`src/rtl/prog_loader.sv`:
```
`timescale 1ns/1ps
// prog_loader: UART (8N1) program-memory loader.
// Receives a framed program image over RXD and writes 16-bit words into
// program memory, holding the CPU in reset while a load is in progress.
// Frame: HDR_BYTE, word count N (0 = 256), N x {hi, lo}, [checksum].
// Optional feature macro: PROG_LOADER_CHECKSUM_EN adds a trailing 8-bit sum
// byte (mod-256 sum of every hi/lo byte) that must match before release.
// Ports:
//   CLK         single clock
//   nRESET      asynchronous active-low reset
//   RXD         UART serial input (asynchronous, idle high)
//   PADDR       program-memory word address
//   PDATA       program-memory write word
//   PWE         one-cycle write strobe
//   CPU_nRESET  active-low CPU reset
//   BUSY        load in progress
//   ERR         sticky load error (framing or checksum)
module prog_loader #(
  parameter int unsigned CLKS_PER_BIT = 16,
  parameter logic [7:0]  HDR_BYTE     = 8'hA5
) (
  input  logic        CLK,
  input  logic        nRESET,
  input  logic        RXD,
  output logic [7:0]  PADDR,
  output logic [15:0] PDATA,
  output logic        PWE,
  output logic        CPU_nRESET,
  output logic        BUSY,
  output logic        ERR
);

  localparam int unsigned CW = 10;
  localparam logic [CW-1:0] BIT_LAST  = CW'(CLKS_PER_BIT - 1);
  localparam logic [CW-1:0] HALF_LAST = CW'(CLKS_PER_BIT / 2 - 1);

  typedef enum logic [1:0] {U_IDLE, U_START, U_DATA, U_STOP} uart_state_e;

  typedef enum logic [2:0] {
    L_IDLE, L_CNT, L_HI, L_LO, L_DONE
`ifdef PROG_LOADER_CHECKSUM_EN
    , L_SUM
`endif
  } load_state_e;

  // RXD synchroniser plus one extra stage for falling-edge detection
  logic rxd_s1_q, rxd_s2_q, rxd_prev_q;

  uart_state_e ustate_q, ustate_d;
  logic [CW-1:0] cnt_q, cnt_d;
  logic [2:0]    bit_idx_q, bit_idx_d;
  logic [7:0]    shift_q, shift_d;
  logic          rx_valid_q, rx_valid_d;
  logic          frm_err_q, frm_err_d;

  load_state_e lstate_q, lstate_d;
  logic [8:0]  rem_q, rem_d;
  logic [7:0]  paddr_q, paddr_d;
  logic [15:0] pdata_q, pdata_d;
  logic        pwe_q, pwe_d;
  logic        cpu_nreset_q, cpu_nreset_d;
  logic        busy_q, busy_d;
  logic        err_q, err_d;
  logic [1:0]  rel_q, rel_d;
`ifdef PROG_LOADER_CHECKSUM_EN
  logic [7:0]  sum_q, sum_d;
`endif

  // UART receiver: start re-check at half bit, then full-bit spaced samples
  always_comb begin
    ustate_d   = ustate_q;
    cnt_d      = cnt_q;
    bit_idx_d  = bit_idx_q;
    shift_d    = shift_q;
    rx_valid_d = 1'b0;
    frm_err_d  = 1'b0;
    case (ustate_q)
      U_IDLE: begin
        if (rxd_prev_q && !rxd_s2_q) begin
          ustate_d = U_START;
          cnt_d    = HALF_LAST;
        end
      end
      U_START: begin
        if (cnt_q == '0) begin
          if (!rxd_s2_q) begin
            ustate_d  = U_DATA;
            cnt_d     = BIT_LAST;
            bit_idx_d = 3'd0;
          end else begin
            ustate_d = U_IDLE;    // glitch: silently abandon
          end
        end else begin
          cnt_d = cnt_q - CW'(1);
        end
      end
      U_DATA: begin
        if (cnt_q == '0) begin
          shift_d   = {rxd_s2_q, shift_q[7:1]};
          cnt_d     = BIT_LAST;
          bit_idx_d = bit_idx_q + 3'd1;
          if (bit_idx_q == 3'd7) ustate_d = U_STOP;
        end else begin
          cnt_d = cnt_q - CW'(1);
        end
      end
      U_STOP: begin
        if (cnt_q == '0) begin
          if (rxd_s2_q) rx_valid_d = 1'b1;
          else          frm_err_d  = 1'b1;
          ustate_d = U_IDLE;
        end else begin
          cnt_d = cnt_q - CW'(1);
        end
      end
      default: ustate_d = U_IDLE;
    endcase
  end

  // Load sequencer
  always_comb begin
    lstate_d     = lstate_q;
    rem_d        = rem_q;
    paddr_d      = paddr_q;
    pdata_d      = pdata_q;
    pwe_d        = 1'b0;
    cpu_nreset_d = cpu_nreset_q;
    busy_d       = busy_q;
    err_d        = err_q;
    rel_d        = {rel_q[0], 1'b1};
`ifdef PROG_LOADER_CHECKSUM_EN
    sum_d        = sum_q;
`endif
    // Address advances in the cycle after the strobe so it is stable during PWE
    if (pwe_q) paddr_d = paddr_q + 8'd1;
    // One-shot CPU release on the second clock after reset deassertion
    if (rel_q == 2'b01) cpu_nreset_d = 1'b1;

    if (frm_err_q) begin
      // Any framing error is fatal to the load; CPU held while ERR is set
      err_d        = 1'b1;
      busy_d       = 1'b0;
      cpu_nreset_d = 1'b0;
      lstate_d     = L_IDLE;
    end else begin
      case (lstate_q)
        L_IDLE: begin
          if (rx_valid_q && (shift_q == HDR_BYTE)) begin
            lstate_d     = L_CNT;
            cpu_nreset_d = 1'b0;
            busy_d       = 1'b1;
            err_d        = 1'b0;
            paddr_d      = 8'd0;
`ifdef PROG_LOADER_CHECKSUM_EN
            sum_d        = 8'd0;
`endif
          end
        end
        L_CNT: begin
          if (rx_valid_q) begin
            rem_d    = (shift_q == 8'd0) ? 9'd256 : {1'b0, shift_q};
            lstate_d = L_HI;
          end
        end
        L_HI: begin
          if (rx_valid_q) begin
            pdata_d[15:8] = shift_q;
`ifdef PROG_LOADER_CHECKSUM_EN
            sum_d         = sum_q + shift_q;
`endif
            lstate_d      = L_LO;
          end
        end
        L_LO: begin
          if (rx_valid_q) begin
            pdata_d[7:0] = shift_q;
            pwe_d        = 1'b1;
`ifdef PROG_LOADER_CHECKSUM_EN
            sum_d        = sum_q + shift_q;
`endif
            rem_d        = rem_q - 9'd1;
            if (rem_q == 9'd1) begin
`ifdef PROG_LOADER_CHECKSUM_EN
              lstate_d = L_SUM;
`else
              lstate_d = L_DONE;
`endif
            end else begin
              lstate_d = L_HI;
            end
          end
        end
`ifdef PROG_LOADER_CHECKSUM_EN
        L_SUM: begin
          if (rx_valid_q) begin
            if (shift_q == sum_q) begin
              lstate_d = L_DONE;
            end else begin
              err_d    = 1'b1;
              busy_d   = 1'b0;
              lstate_d = L_IDLE;
            end
          end
        end
`endif
        L_DONE: begin
          busy_d       = 1'b0;
          cpu_nreset_d = 1'b1;
          lstate_d     = L_IDLE;
        end
        default: lstate_d = L_IDLE;
      endcase
    end
  end

  // State registers
  always_ff @(posedge CLK or negedge nRESET) begin
    if (!nRESET) begin
      rxd_s1_q     <= 1'b1;
      rxd_s2_q     <= 1'b1;
      rxd_prev_q   <= 1'b1;
      ustate_q     <= U_IDLE;
      cnt_q        <= '0;
      bit_idx_q    <= 3'd0;
      shift_q      <= 8'd0;
      rx_valid_q   <= 1'b0;
      frm_err_q    <= 1'b0;
      lstate_q     <= L_IDLE;
      rem_q        <= 9'd0;
      paddr_q      <= 8'd0;
      pdata_q      <= 16'd0;
      pwe_q        <= 1'b0;
      cpu_nreset_q <= 1'b0;
      busy_q       <= 1'b0;
      err_q        <= 1'b0;
      rel_q        <= 2'b00;
`ifdef PROG_LOADER_CHECKSUM_EN
      sum_q        <= 8'd0;
`endif
    end else begin
      rxd_s1_q     <= RXD;
      rxd_s2_q     <= rxd_s1_q;
      rxd_prev_q   <= rxd_s2_q;
      ustate_q     <= ustate_d;
      cnt_q        <= cnt_d;
      bit_idx_q    <= bit_idx_d;
      shift_q      <= shift_d;
      rx_valid_q   <= rx_valid_d;
      frm_err_q    <= frm_err_d;
      lstate_q     <= lstate_d;
      rem_q        <= rem_d;
      paddr_q      <= paddr_d;
      pdata_q      <= pdata_d;
      pwe_q        <= pwe_d;
      cpu_nreset_q <= cpu_nreset_d;
      busy_q       <= busy_d;
      err_q        <= err_d;
      rel_q        <= rel_d;
`ifdef PROG_LOADER_CHECKSUM_EN
      sum_q        <= sum_d;
`endif
    end
  end

  assign PADDR      = paddr_q;
  assign PDATA      = pdata_q;
  assign PWE        = pwe_q;
  assign CPU_nRESET = cpu_nreset_q;
  assign BUSY       = busy_q;
  assign ERR        = err_q;

endmodule

```
`config.mk`:
```
export PLATFORM = sky130hd
export DESIGN_NAME = prog_loader
export DESIGN_NICKNAME = d
export VERILOG_FILES = /design/src/rtl/prog_loader.sv
export SDC_FILE = /design/constraint.sdc
export NUM_CORES = 1
export LEC_CHECK = 0
export ABC_AREA = 1
export ABC_CLOCK_PERIOD_IN_PS = 1300
export BUFFER_PORTS_ARGS = -buffer_cell sky130_fd_sc_hd__buf_4
export CORE_MARGIN = 3
export CORE_UTILIZATION = 55
export CTS_BUF_LIST = sky130_fd_sc_hd__clkbuf_4
export CTS_CLUSTER_DIAMETER = 60
export DETAILED_ROUTE_END_ITERATION = 6
export GPL_ROUTABILITY_DRIVEN = 1
export PLACE_DENSITY = 0.74
export SYNTH_ARGS = -nofsm -noshare
export SYNTH_HDL_FRONTEND = slang
export SYNTH_SLANG_ARGS = --single-unit
```
`constraint.sdc`:
```
create_clock -name CLK -period 1.3 [get_ports CLK]
set_input_delay 0 -clock CLK [delete_from_list [all_inputs] [get_ports CLK]]
set_output_delay 0 -clock CLK [all_outputs]
set_load 0.005 [all_outputs]
```
### Word level (Yosys, flattened, before mapping)

Index checks and enable logic that the tools add are counted.

| storage, ports and cells | value |
|---|---|
| flip-flop bits (word level) | 70 |
| logic and storage cells | 122 |
| output and inout port bits | 28 |
| input port bits | 3 |

| operators by class | value |
|---|---|
| equal/unequal tests | 25 |
| add/sub/neg operators | 4 |
| reduce and logical (&&, ||, !) cells | 22 |
| multiplexer cells | 51 |
| bitwise logic cells | 1 |

Operator list:

| cell | count |
|---|---|
| 10-bit two-way mux | 5 |
| 10-bit one-hot mux with 4 select lines | 1 |
| 8-bit two-way mux | 4 |
| 3-bit two-way mux | 9 |
| 9-bit two-way mux | 3 |
| 2-bit != test, second input constant | 9 |
| 9-bit one-hot mux with 2 select lines | 1 |
| 1-bit two-way mux | 17 |
| 3-bit != test, second input constant | 5 |
| 2-bit two-way mux | 6 |
| 3-bit one-hot mux with 4 select lines | 1 |
| 4-bit AND reduction | 3 |
| 10-bit zero test | 1 |
| 10-bit by 1-bit subtractor with 10-bit output, second input constant | 1 |
| 9-bit by 1-bit == test with 1-bit output, second input constant | 1 |
| 3-bit AND reduction | 3 |
| 9-bit by 1-bit subtractor with 9-bit output, second input constant | 1 |
| 8-bit by 1-bit adder with 8-bit output, second input constant | 1 |
| 8-bit == test, second input constant | 1 |
| 8-bit zero test | 1 |
| 2-bit one-hot mux with 4 select lines | 1 |
| 2-bit nonzero test | 4 |
| 3-bit by 2-bit == test with 1-bit output, second input constant | 2 |
| 3-bit == test, second input constant | 2 |
| other kinds (14) | 20 |

### Longest topological paths before layout

Gate-level depths: netlist (run 1).

| logic depth | value |
|---|---|
| depth after elaboration | 5 |
| gate-level depth with buffers | 11 |
| mapped depth without buffers | 11 |

### Worst setup path before layout (run 1)

No wires, ideal clock.

| timing | value |
|---|---|
| path type | reg-to-reg |
| start | reg cnt_q[0] |
| end | reg shift_q[6] |
| buffers on the path | 1 |
| arrival time | 1.347 ns |
| setup time | 0.122 ns |
| data required time | 1.178 ns |
| setup slack | -0.169 ns |
| cell stages (with the launch flop) | 11 |
| clock period less this slack | 1.469 ns |
| cells stage by stage | dfrtp_1 inv_1 ha_1 nand3_1 nor2_4 nand2_4 clkinv_2 nand2_4 buf_6 nand2_1 o21ai_2 |

| between the ends | value |
|---|---|
| word-level cells in the longest chain between the ends | 2 |

RTL lines:

| what | line | RTL |
|---|---|---|
| start: declaration | 50 | `logic [CW-1:0] cnt_q, cnt_d;` |
| start signal: assignment | 245 | `cnt_q <= cnt_d;` |
| 10-bit zero test | 98 | `if (cnt_q == '0) begin` |
| 2-bit AND reduction (no line) | n/a |  |
| end signal: assignment | 247 | `shift_q <= shift_d;` |
| end: declaration | 52 | `logic [7:0] shift_q, shift_d;` |

Every way passes these cells.
A chain may end at the register's enable or synchronous reset.

### Final worst setup path (run 1)

| timing | value |
|---|---|
| start | reg paddr_q[0], in the netlist PADDR[0] |
| end | reg paddr_q[6], in the netlist PADDR[6] |

| between the ends | value |
|---|---|
| word-level cells in the longest chain between the ends | 5 |

RTL lines:

| what | line | RTL |
|---|---|---|
| start: declaration | 58 | `logic [7:0] paddr_q, paddr_d;` |
| start signal: assignment | 252 | `paddr_q <= paddr_d;` |
| 8-bit by 1-bit adder with 8-bit output (*) | 135 | `if (pwe_q) paddr_d = paddr_q + 8'd1;` |
| 8-bit two-way mux (*) | 135 |  |
| 8-bit two-way mux | 148 | `if (rx_valid_q && (shift_q == HDR_BYTE)) begin` |
| 8-bit two-way mux | 146 | `case (lstate_q)` |
| 8-bit two-way mux (*) | 139 | `if (frm_err_q) begin` |
| via paddr_d[6] | 58 |  |

The timed path passes the listed nets; every way through them passes the cells marked *.

==> results of run 1 <==
==> power groups by stage <==
stage | Sequential, mW | Clock (mW) | Combinational [mW]
3_3_place_gp | 2.72 | 0 | 3.66
2_1_floorplan | 2.74 | 0 | 2.27
4_1_cts | 2.71 | 1.40 | 4.63
3_5_place_dp | 2.73 | 0 | 3.79
6_report | 2.78 | 1.41 | 5.62
5_1_grt | 2.81 | 1.51 | 6.06
==> worst max-delay path by stage <==
stage / to / slack, ns / cells past startpoint
5_1_grt: flop / -0.26 / 8
6_report: PADDR[6]$_DFF_PN0_ / -0.19 / 6
4_1_cts: cnt_q[5]$_DFFE_PN0P_ / -0.14 / 9
2_1_floorplan: shift_q[6]$_DFFE_PN0P_ / -0.08 / 10
3_5_place_dp: cnt_q[5]$_DFFE_PN0P_ / -0.16 / 9
3_3_place_gp: PADDR[1]$_DFF_PN0_ / -0.12 / 7
==> area by class of cell <==
class                           instances  area (sq um)
Clock buffer                           11          82.6
Clock inverter                          5          51.3
Fill cell                             275           757
Inverter                               54           243
Multi-Input combinational cell        295          2110
Sequential cell                        70          1760
Tap cell                               75          93.8
Timing Repair Buffer                  128          1030
Timing Repair inverter                  1          6.26
==> stage by stage <==
step / hold slack (ns) / util [%] / cell area, sq um / setup TNS [ns] / setup WS, ns
floorplan: -0.296 / - / 3650 / -0.815 / -0.0758
global placement: -0.0907 / 73.6 / 4510 / -2.67 / -0.124
detailed placement: -0.0912 / 73.6 / 4510 / -4.12 / -0.159
CTS: 0.0790 / 82.5 / 5060 / -2.79 / -0.136
global route: 0.00163 / 87.7 / 5370 / -9.00 / -0.263
finish: -0.00515 / 87.7 / 5370 / -5.26 / -0.194
==> timing repair <==
| action | 4_1_cts | 5_1_grt |
|---|---|---|
| resized for setup | 65 | 99 |
| endpoints found under the hold margin | 68 | 0 |
| cloned | 3 | 1 |
| pin swaps | 22 | 47 |
| hold buffers | 4 | 0 |
| endpoints found under the setup margin | 56 | 80 |
| buffers inserted | 12 | 9 |
==> critical path: stages (launching register included) <==
cell and delay [ns]:
dfrtp_1 0.42, ha_1 0.21, nand3_1 0.09, nor2_1 0.19, nand3_1 0.15, xor2_1 0.17
nor2_1 0.18
==> flip-flops by register name, indices dropped and copies added, names as in the netlist, named ones only <==
signal and count:
PDATA 16, cnt_q 10, rem_q 9, PADDR 8, shift_q 8, bit_idx_q 3
lstate_q 3, rel_q 2, BUSY 1, CPU_nRESET 1, ERR 1, PWE 1
frm_err_q 1, rx_valid_q 1, rxd_prev_q 1, rxd_s1_q 1, rxd_s2_q 1, ustate_q 1
==> Yosys cell counts, types with 2 or more instances <==
| library cell | number | share of area [%] |
|---|---|---|
| nand3_1 | 28 | 3.9 |
| o21ai_1 | 6 | 0.83 |
| inv_1 | 47 | 4.9 |
| a21oi_1 | 5 | 0.69 |
| nor2_4 | 4 | 1.2 |
| o21ai_0 | 25 | 3.5 |
| xor2_1 | 9 | 2.2 |
| inv_2 | 6 | 0.62 |
| dfstp_2 | 3 | 2.2 |
| buf_2 | 2 | 0.28 |
| nand4_1 | 5 | 0.87 |
| nor3_1 | 7 | 0.97 |
| nand2_4 | 2 | 0.62 |
| nand2_2 | 2 | 0.35 |
| nor2_2 | 3 | 0.52 |
| dfrtp_1 | 67 | 47 |
| ha_1 | 12 | 4.2 |
| buf_6 | 3 | 0.94 |
| nor2_1 | 36 | 3.7 |
| o211ai_1 | 4 | 0.83 |
| or2_2 | 2 | 0.35 |
| nand2_1 | 112 | 12 |
| o22ai_1 | 2 | 0.35 |
| o21ai_2 | 16 | 3.9 |
==> metal layers <==
layer  vias to the layer above  routed length [um]
li1                       1647                   -
met1                      1800                4280
met2                       173                6460
met3                        52                 628
met4                         0                 510
met5                         -                   0
==> kinds of logic after synthesis <==
group	Yosys count
simple gates	206
other cells	1
buf+inv	59
mux	1
xor+xnor	10
flops	70
fa+ha+maj	12
compound gates	63
==> run_results.csv, run 1 <==
group,metric,value,unit
status,status,"finished with violations",
status,violations,"hold timing, setup timing",
floorplan,die_w,87.0,um
yosys,synth_fa_ha_area_share,4.17,%
setup_path,crit_start,"PADDR[0]$_DFF_PN0_",
place,place_hpwl,6290,um
route,drt_iter0_markers,295,
finish,layout-drive-gt1-share,51.2,%
yosys,synth_xor_area_share,2.43,%
cts,clk_latency,0.43,ns
finish,area_delta_synth_final,49.1,%
yosys,syn_area,0.00360,sq mm
yosys,ys_ff_latch,70,
setup_path,crit_fanout,3,
setup_path,startpoint_type,"flop",
timing,slew_viol_final,0,
timing,fin_hold_ws,-0.00515,ns
cts,clkTransAtPathRegs,0.12,ns
place,portBuffers,30,
flow_run,maxCapViolCount,0,
cts,cts_max_level,3,
place,place.gp.congestion,0.886,
floorplan,ioPinCount,31,
setup_path,reg2reg_depth,6,
yosys,synth_top_family_by_area,"simple AND/OR/NAND/NOR gates",
yosys,synth_nets,437,
cts,cts_sinks,70,
power,leakage,2.62,nW
cts,cts_buffers,9,
yosys,synth_ff_type,"dfrtp_1",
global_route,grt_use_total,28.6,%
setup_path,critical_path_arrival,1.82,ns
global_route,met1_usage,32.5,%
cts,cts_tree,"yes",
power,switching_share,43.7,%
timing,finalHoldViolations,7,
finish,fin_cells,639,
global_route,grt_antenna_before_repair,0,
setup_path,required,1.63,ns
yosys,synth_edf_count,0,
timing,skew,0.0222,ns
global_route,grt-busiest-layer,"met2",
global_route,use_met3,4.54,%
route,vias,3672,
power,power_density,1830,mW/mm^2
yosys,yosysUniqueCellTypes,38,
power,switchingPower,4.29,mW
cts,root_buffer,"clkbuf_4",
min_path,hp-class,"input pin to async pin",
yosys,yosysSeqAreaShare,48.7,%
yosys,synthArstFlopShare,100,%
setup_path,r2r_setup_slack,-0.19,ns
global_route,grt_max_degree,44,
finish,layout_commonest_cell,"buf_4",
power,total_power,9.81,mW
floorplan,die_h,87.0,um
route,wirelength,11900,um
finish,final_cell_mix,"buf_4 (114), nand2_1 (82), dfrtp_1 (63), inv_1 (31), nor2_1 (24)",
floorplan,initial_core_util,58.8,%
yosys,synth-simple-area-share,26.1,%
yosys,avgSynthCellArea,8.54,sq um
timing,min_period_over_period,115,%
place,dp_cells,597,
power,p_int,5.53,mW
yosys,muxShareOfSynthArea,0.278,%
setup_path,crit_path_end_kind,"flop",
cts,cts_max_path_buffers,2,
power,power_frac_seq,28.3,%
yosys,synth_compound_area_share,11.4,%
setup_path,r2r_start,"PADDR[0]$_DFF_PN0_",
timing,rsz0062_at_grt,"true",
finish,fin_nets,574,
timing,setup_viol,59,
floorplan,dieArea,0.00756,sq mm
setup_path,critPathKind,"flop to flop",
power,irDropWorstVdd,1.67,mV
route,wl_per_cell,18.6,um
route,first_pass_iters,5,
yosys,ys_warn_count,0,
timing,setup_slack,-0.194,ns
finish,insertedDiodeCount,0,
global_route,globalRouteMet2Util,51.8,%
timing,fmax,669,MHz
floorplan,rows,28,
route,antenna_left,0,
power,clock_power_share,14.4,%
global_route,grt_pass1_vias,3566,
global_route,gr-total-overflow,0,
power,p_comb_share,57.3,%
floorplan,coreArea,0.00613,sq mm
yosys,synth_cells,422,
setup_path,reg2reg_to,"PADDR[6]$_DFF_PN0_",
route,drc,0,
timing,fin_crit,1.49,ns
global_route,grt_pass1_wl,16700,um
route,avgViaCountPerCell,5.75,
(Power assumes the default switching activity.)
==> run 2, diff against run 1 <==
- CELL_PAD_IN_SITES_DETAIL_PLACEMENT: unset -> 0
- CELL_PAD_IN_SITES_GLOBAL_PLACEMENT: unset -> 1
- CORE_UTILIZATION: 55 -> 42
- PLACE_DENSITY: 0.74 -> 0.75
==> run 2 against run 1 <==
Against the previous run: the run ends with setup timing left; fmax is 3.9% higher; design area is 1.3% lower; die area is 29% higher; sequential power hardly changed; first-iteration DRC count is 72% lower; via count is 11% lower; clock power is 16% lower; hold slack better by 0.027 ns; routed wire length is 24% lower; flip-flop and latch count stayed put; largest power group unchanged; critical path depth is 3 higher.
==> run_results.csv, run 2 (synthesis gave the netlist of run 1 again) <==
group,metric,value,unit
global_route,grt_max_degree,28,
timing,setup_viol,47,
setup_path,startpoint_type,"flop",
power,irDropWorstVdd,1.33,mV
timing,min_period_over_period,111,%
cts,cts_tree,"yes",
global_route,grt_pass1_wl,15100,um
cts,cts_sinks,70,
setup_path,cp_num_buf_inv,1,
setup_path,critPathTopFamily,"simple AND/OR/NAND/NOR gates",
cts,cts_max_level,3,
status,status,"finished with violations",
global_route,grt_use_total,19.1,%
setup_path,reg2reg_to,"ustate_q[0]$_DFFE_PN0P_",
setup_path,reg2reg_depth,9,
timing,skew,0.0264,ns
finish,area_delta_synth_final,47.1,%
cts,root_buffer,"clkbuf_4",
cts,cts_max_path_buffers,2,
setup_path,required,1.60,ns
status,violations,"setup timing",
finish,final_cell_area,0.00530,sq mm
finish,insertedDiodeCount,0,
route,wirelength,9020,um
floorplan,initial_core_util,43.7,%
timing,fin_crit,1.44,ns
setup_path,critPathKind,"flop to flop",
cts,clk_latency,0.42,ns
setup_path,crit_chain,"inv_2, ha_4, nand3_4, nor2_4, nand2_4, a21oi_4, nand2_1, nand2_1, o21ai_1",
setup_path,critPathSlowestCell,"dfrtp_1",
finish,fin_nets,577,
finish,final_cell_mix,"buf_4 (115), nand2_1 (86), dfrtp_1 (63), inv_1 (31), o21ai_2 (26)",
finish,finish.utilization,64.2,%
route,drt_iter0_markers,82,
place,dp_slack,-0.149,ns
power,power_density,1660,mW/mm^2
timing,fmax,695,MHz
global_route,gr-total-overflow,0,
route,vias,3273,
timing,finalHoldViolations,0,
route,drc,0,
power,total_power,8.78,mW
place,place_hpwl,6320,um
place,placed_area,0.00461,sq mm
power,leakage,2.62,nW
floorplan,die_w,98.6,um
timing,setup_slack,-0.139,ns
timing,fin_hold_ws,0.0216,ns
setup_path,crit_fanout,5,
setup_path,crit_path_end_kind,"flop",
global_route,grt_pass1_vias,3262,
setup_path,cpPeakStageDelay,0.40,ns
finish,layout_commonest_cell,"buf_4",
global_route,grt_antenna_before_repair,0,
floorplan,rows,33,
min_path,hp-class,"input pin to async pin",
route,avgViaCountPerCell,4.87,
finish,layout-drive-gt1-share,50.3,%
setup_path,r2r_setup_slack,-0.14,ns
place,portBuffers,30,
timing,slew_viol_final,0,
floorplan,die_h,98.6,um
route,first_pass_iters,4,
route,wl_per_cell,13.4,um
floorplan,coreArea,0.00826,sq mm
setup_path,crit_path_frequent_cell,"nand2_1",
floorplan,ioPinCount,31,
timing,rsz0062_at_grt,"true",
cts,clkTransAtPathRegs,0.13,ns
floorplan,dieArea,0.00973,sq mm
setup_path,r2r_start,"cnt_q[0]$_DFFE_PN0P_",
flow_run,maxCapViolCount,0,
route,antenna_left,0,
setup_path,critical_path_arrival,1.73,ns
finish,largest_reg_flops,16,
cts,cts_buffers,9,
place,place.gp.congestion,0.871,
==> run 2: area by class of cell <==
type | instances | area (sq um)
Fill cell | 709 | 2950
Multi-Input combinational cell | 295 | 1980
Sequential cell | 70 | 1760
Timing Repair Buffer | 132 | 1090
Inverter | 54 | 225
Tap cell | 105 | 131
Clock buffer | 11 | 82.6
Clock inverter | 5 | 27.5
==> run 2: report_power, final <==
group,internal (mW),leakage (nW),switching [mW]
Clock,0.421,0.0579,0.759
Combinational,2.25,1.62,2.59
Sequential,2.48,0.936,0.284
Total,5.15,2.62,3.63
==> run 2: worst max-delay path by stage <==
stage	from	end	slack [ns]	depth (start not counted)
CTS	cnt_q[0]$_DFFE_PN0P_	cnt_q[4]$_DFFE_PN0P_	-0.10	11
global placement	cnt_q[1]$_DFFE_PN0P_	cnt_q[4]$_DFFE_PN0P_	-0.10	11
finish	cnt_q[0]$_DFFE_PN0P_	ustate_q[0]$_DFFE_PN0P_	-0.14	9
floorplan	cnt_q[0]$_DFFE_PN0P_	shift_q[6]$_DFFE_PN0P_	-0.08	10
detailed placement	ustate_q[0]$_DFFE_PN0P_	cnt_q[1]$_DFFE_PN0P_	-0.15	7
global route	cnt_q[0]$_DFFE_PN0P_	cnt_q[8]$_DFFE_PN0P_	-0.24	7
==> run 2: what timing repair did <==
item	in CTS	in global routing
setup endpoints to repair	55	62
buffers inserted	11	6
cloned	2	1
hold buffers	2	0
hold endpoints to repair	71	0
pin swaps	21	22
resized for setup	49	89
==> run 2: metrics by stage <==
step	setup TNS, ns	cells
floorplan	-0.815	422
global placement	-2.80	635
detailed placement	-4.11	635
CTS	-2.10	666
global route	-7.62	672
finish	-2.23	672
==> run 2: routing by layer <==
layer | GRT usage (%) | share of wire, % | wire (um) | up-vias
met5 | 0 | 0 | 0 | -
met4 | 3.57 | 1.3 | 120 | 0
met3 | 4.74 | 2.8 | 248 | 12
met2 | 32.6 | 50 | 4490 | 42
met1 | 25.0 | 46 | 4160 | 1563
li1 | - | - | - | 1656
